### config.mk
export PLATFORM = sky130hd
export DESIGN_NAME = mock_array_edge
export DESIGN_NICKNAME = d
export VERILOG_FILES = /design/src/rtl/mock_array_edge.sv
export SDC_FILE = /design/constraint.sdc
export NUM_CORES = 1
export LEC_CHECK = 0
export BUFFER_PORTS_ARGS = -buffer_cell sky130_fd_sc_hd__buf_2
export CORE_UTILIZATION = 55
export DETAILED_ROUTE_END_ITERATION = 10
export PLACE_DENSITY = 0.76
export SETUP_SLACK_MARGIN = 0.5
export SLEW_MARGIN = 20
export SYNTH_ARGS = -nofsm -noshare
export SYNTH_HDL_FRONTEND = slang
export SYNTH_SLANG_ARGS = --single-unit
### constraint.sdc
create_clock -name clock -period 3.6 [get_ports clock]
set_input_delay 0.18 -clock clock [delete_from_list [all_inputs] [get_ports clock]]
set_output_delay 0.18 -clock clock [all_outputs]
set_load 0.005 [all_outputs]
### src/rtl/mock_array_edge.sv
// Stream-to-array edge adapter: injects words into the first Element, recaptures them
// at the far edge after DEPTH hops, and returns them through a credit-guarded FIFO.
`timescale 1ns/1ps
module mock_array_edge #(
   parameter int WIDTH      = 64,
   parameter int DEPTH      = 8,
   parameter int FIFO_DEPTH = 4
) (
   input  logic                          clock,
   input  logic                          reset_n,
   input  logic                          in_valid,
   output logic                          in_ready,
   input  logic [WIDTH-1:0]              in_data,
   output logic [WIDTH-1:0]              array_out,
   input  logic [WIDTH-1:0]              array_in,
   output logic                          out_valid,
   input  logic                          out_ready,
   output logic [WIDTH-1:0]              out_data,
   output logic [$clog2(DEPTH+2)-1:0]    inflight,
   output logic [15:0]                   tx_count,
   output logic [15:0]                   rx_count
);

   localparam int IW = $clog2(DEPTH + 2);
   localparam int FW = $clog2(FIFO_DEPTH + 1);
   localparam int PW = (FIFO_DEPTH > 1) ? $clog2(FIFO_DEPTH) : 1;

   logic [WIDTH-1:0] array_out_q, array_out_d;
   logic [DEPTH:0]   vld_q, vld_d;
   logic [IW-1:0]    inflight_q, inflight_d;
   logic [FW-1:0]    fifo_count_q, fifo_count_d;
   logic [PW-1:0]    wr_ptr_q, wr_ptr_d;
   logic [PW-1:0]    rd_ptr_q, rd_ptr_d;
   logic [WIDTH-1:0] mem_q [FIFO_DEPTH];
   logic [WIDTH-1:0] mem_d [FIFO_DEPTH];
   logic [15:0]      tx_count_q, tx_count_d;
   logic [15:0]      rx_count_q, rx_count_d;

   logic accept;
   logic capture;
   logic pop;

   // Credits cover both words still travelling through the array and words already
   // buffered, so a capture always finds a free FIFO slot.
   assign in_ready  = (int'(inflight_q) + int'(fifo_count_q)) < FIFO_DEPTH;
   assign accept    = in_valid & in_ready;
   assign capture   = vld_q[DEPTH];
   assign out_valid = (fifo_count_q != '0);
   assign pop       = out_valid & out_ready;

   assign array_out = array_out_q;
   assign out_data  = mem_q[rd_ptr_q];
   assign inflight  = inflight_q;
   assign tx_count  = tx_count_q;
   assign rx_count  = rx_count_q;

   always_comb begin
      array_out_d  = accept ? in_data : '0;
      vld_d        = {vld_q[DEPTH-1:0], accept};
      inflight_d   = inflight_q;
      fifo_count_d = fifo_count_q;
      wr_ptr_d     = wr_ptr_q;
      rd_ptr_d     = rd_ptr_q;
      mem_d        = mem_q;
      tx_count_d   = tx_count_q;
      rx_count_d   = rx_count_q;

      case ({accept, capture})
         2'b10:   inflight_d = inflight_q + IW'(1);
         2'b01:   inflight_d = inflight_q - IW'(1);
         default: inflight_d = inflight_q;
      endcase

      if (accept) begin
         tx_count_d = tx_count_q + 16'd1;
      end

      if (capture) begin
         mem_d[wr_ptr_q] = array_in;
         wr_ptr_d        = (wr_ptr_q == PW'(FIFO_DEPTH - 1)) ? '0 : wr_ptr_q + PW'(1);
         rx_count_d      = rx_count_q + 16'd1;
      end

      if (pop) begin
         rd_ptr_d = (rd_ptr_q == PW'(FIFO_DEPTH - 1)) ? '0 : rd_ptr_q + PW'(1);
      end

      if (capture && !pop) begin
         fifo_count_d = fifo_count_q + FW'(1);
      end else if (pop && !capture) begin
         fifo_count_d = fifo_count_q - FW'(1);
      end
   end

   always_ff @(posedge clock or negedge reset_n) begin
      if (!reset_n) begin
         array_out_q  <= '0;
         vld_q        <= '0;
         inflight_q   <= '0;
         fifo_count_q <= '0;
         wr_ptr_q     <= '0;
         rd_ptr_q     <= '0;
         tx_count_q   <= '0;
         rx_count_q   <= '0;
         for (int i = 0; i < FIFO_DEPTH; i++) begin
            mem_q[i] <= '0;
         end
      end else begin
         array_out_q  <= array_out_d;
         vld_q        <= vld_d;
         inflight_q   <= inflight_d;
         fifo_count_q <= fifo_count_d;
         wr_ptr_q     <= wr_ptr_d;
         rd_ptr_q     <= rd_ptr_d;
         tx_count_q   <= tx_count_d;
         rx_count_q   <= rx_count_d;
         for (int i = 0; i < FIFO_DEPTH; i++) begin
            mem_q[i] <= mem_d[i];
         end
      end
   end

endmodule

==> results.yml <==
outcome:
  status: "complete, no violations"
placement:
  gp_congestion: 0.789
  placed_area_sq_mm: 0.0173
  numPortBuffers: 297
  dp_hpwl_microns: 20600
worst_setup_path:
  critPathRequiredTime_ps: 4010
  critPathLaunchType: "flip-flop"
  rr_startpoint: "inflight[2]"
  r2r_slack_ps: 960
  crit_path_end_kind: "flip-flop"
  reg2reg_to: "inflight[2]"
  cp_max_fo: 5
  worst_ep_arrival_time_ps: 3050
  critical_path_class: "flip-flop to flip-flop"
  r2r_cells: 11
clock_network:
  insertion_delay_ps: 520
  postCtsSetupRepairBufs: 0
  numCtsBuffers: 39
  cts_tree: "done"
  cts_buffer_depth: 3
  htreeDepth: 2
  clockRootBuffer: "clkbuf_16"
  clk_pin_slew_ps: 60
  cts_sinks: 372
synthesis:
  synth_warnings: 0
  netlist_instances: 943
  ys_types: 37
  yosysSeqAreaShare_pct: 60.7
  yosys_register_bits: 372
  synth_fp_nets: 1089
  synth_area_per_cell_sq_um: 16.3
  synth_area_sq_mm: 0.0153
sta:
  period_needed_ps: 2640
  rsz0062_at_grt: "no"
  hold_viol_final: 0
  relSlewSlack_pct: 28.7
  skew_ps: 14.7
  period_share_pct: 73.4
  final-max-slew-violation-count: 0
  tightest_slew_ps: 1070
  finalSetupViolations: 0
  fmax_ghz: 0.379
  tns_ps: 0
flow_run:
  cap_violations: 0
min_path:
  hold_path_end: "rd_ptr_q[0]"
  hold_path_class: "primary input to flip-flop"
  worstHoldStart: "out_ready"
  hold_depth: 3
global_routing:
  grt_pass1_vias: 10700
  overflow: 0
  grt_max_degree: 106
  antenna_found_initial: 0
  grt_use_total_pct: 25.5
  grt_pass1_wl_microns: 56300
finish:
  diodes: 0
  final_nets: 1522
  syn_to_final_growth_pct: 29.1
  final_cell_mix: "370 x dfrtp_1, 296 x buf_2, 261 x mux2_2"
  final_common_cell: "dfrtp_1"
  stdcell_area_sq_mm: 0.0198
  drive_gt1_share_pct: 50.6
floorplan:
  die-width_microns: 169
  io_pins: 298
  fp.dieArea_sq_mm: 0.0286
  core_sq_mm: 0.0272
  rows: 60
  start_util_pct: 56.5
  die_height_microns: 169
power_and_ir_drop:
  p_leak_nw: 9.30
  power_mw: 16.4
  p_per_area_mw_per_mm2: 830
  ir_drop_mv: 0.394
drt:
  drt-wirelength-per-cell_microns: 19.7
  drc: 0
  drt_iter0_markers: 420
  routed_wirelength_microns: 35000
  firstDrtPassIters: 4
  vias: 9531
  ant_nets: 0
  via_per_inst: 5.37
## state kept, by name, summed over array words and instances (netlist names)
| name | count |
|---|---|
| tx_count | 16 |
| rx_count | 16 |
| array_out | 64 |
| vld_q | 9 |
| mem_q | 256 |
| wr_ptr_q | 2 |
| fifo_count_q | 3 |
| inflight | 4 |
| rd_ptr_q | 2 |
## routing by layer
metal | share of wire, % | vias up | GRT usage (%)
met2 | 51 | 284 | 44.0
met4 | 3.2 | 0 | 9.64
met5 | 0 | - | 0
met1 | 40 | 4923 | 31.6
met3 | 6.0 | 70 | 5.47
li1 | - | 4254 | -
## worst max-delay path by stage
stage | from | end | cells after the start
floorplan | inflight[2] | inflight[2] | 13
global placement | inflight[2] | inflight[2] | 11
detailed placement | inflight[2] | inflight[2] | 11
CTS | inflight[2] | inflight[2] | 11
global route | inflight[2] | inflight[2] | 11
finish | inflight[2] | inflight[2] | 11
## final cells by class
type / instances / area, sq um
clock inverter: 8 / 65.1
clock buffer: 61 / 1180
multi-input combinational: 515 / 5780
inverter: 7 / 26.3
tap: 372 / 465
fill: 1705 / 7360
timing repair buffer: 441 / 2980
sequential: 372 / 9320
## report_power, final
group / switching (mW) / internal (mW)
registers: 1.17 / 5.95
logic: 2.02 / 3.42
clock network: 1.57 / 2.32
total: 4.76 / 11.7
## through the flow
stage | setup slack [ps] | std cells | util, % | hold WS, ps
final | 959 | 1776 | 72.9 | 45.1
after global routing | 778 | 1776 | 72.9 | 90.7
after CTS | 976 | 1776 | 72.9 | 24.2
after detailed placement | 998 | 1578 | 63.6 | 293
after global placement | 1070 | 1578 | 63.6 | 297
after floorplan | 891 | 943 | - | -116
## Yosys cell counts (all sizes together)
master,number,area [sq um]
mux2,261,2940
and4,3,26.3
xor2,18,158
nor3,6,35.0
nand2,18,67.6
clkbuf,6,28.8
nor4,3,40.0
mux4,64,1440
dfrtp,372,9310
inv,7,26.3
nor2,9,33.8
fa,1,20.0
xnor2,20,183
ha,13,163
a21oi,2,10.0
a211o,1,8.76
buf,43,229
nand3,15,75.1
nor2b,1,6.26
nand4,6,65.1
a21o,1,7.51
and3,3,18.8
o21ai,3,15.0
and2,65,408
nor4b,1,23.8
or3,1,6.26
## kinds of logic (layout without fill, tap and decap cells)
| family | Yosys count | count (layout) | share of synthesized area, % |
|---|---|---|---|
| flops | 372 | 372 | 60.7 |
| fa+ha+maj | 14 | 14 | 1.19 |
| mux | 325 | 325 | 28.5 |
| compound gates | 7 | 7 | 0.269 |
| simple gates | 131 | 131 | 5.25 |
| buf+inv | 56 | 517 | 1.85 |
| xor+xnor | 38 | 38 | 2.22 |
## critical path, stage by stage, from the launching register on
cell	delay [ps]
dfrtp_1	430
ha_1	350
nor4_4	310
and3_2	240
inv_1	60
ha_1	240
xor2_1	180
ha_1	180
a21oi_1	160
xor2_1	170
nor2_1	60
xor2_1	140
## repair_timing
item / 4_1_cts / 5_1_grt
resized for setup: 0 / 0
endpoints found under the hold margin: 418 / 0
hold buffers: 129 / 0
setup endpoints to repair: 0 / 0
(Power assumes the default switching activity.)
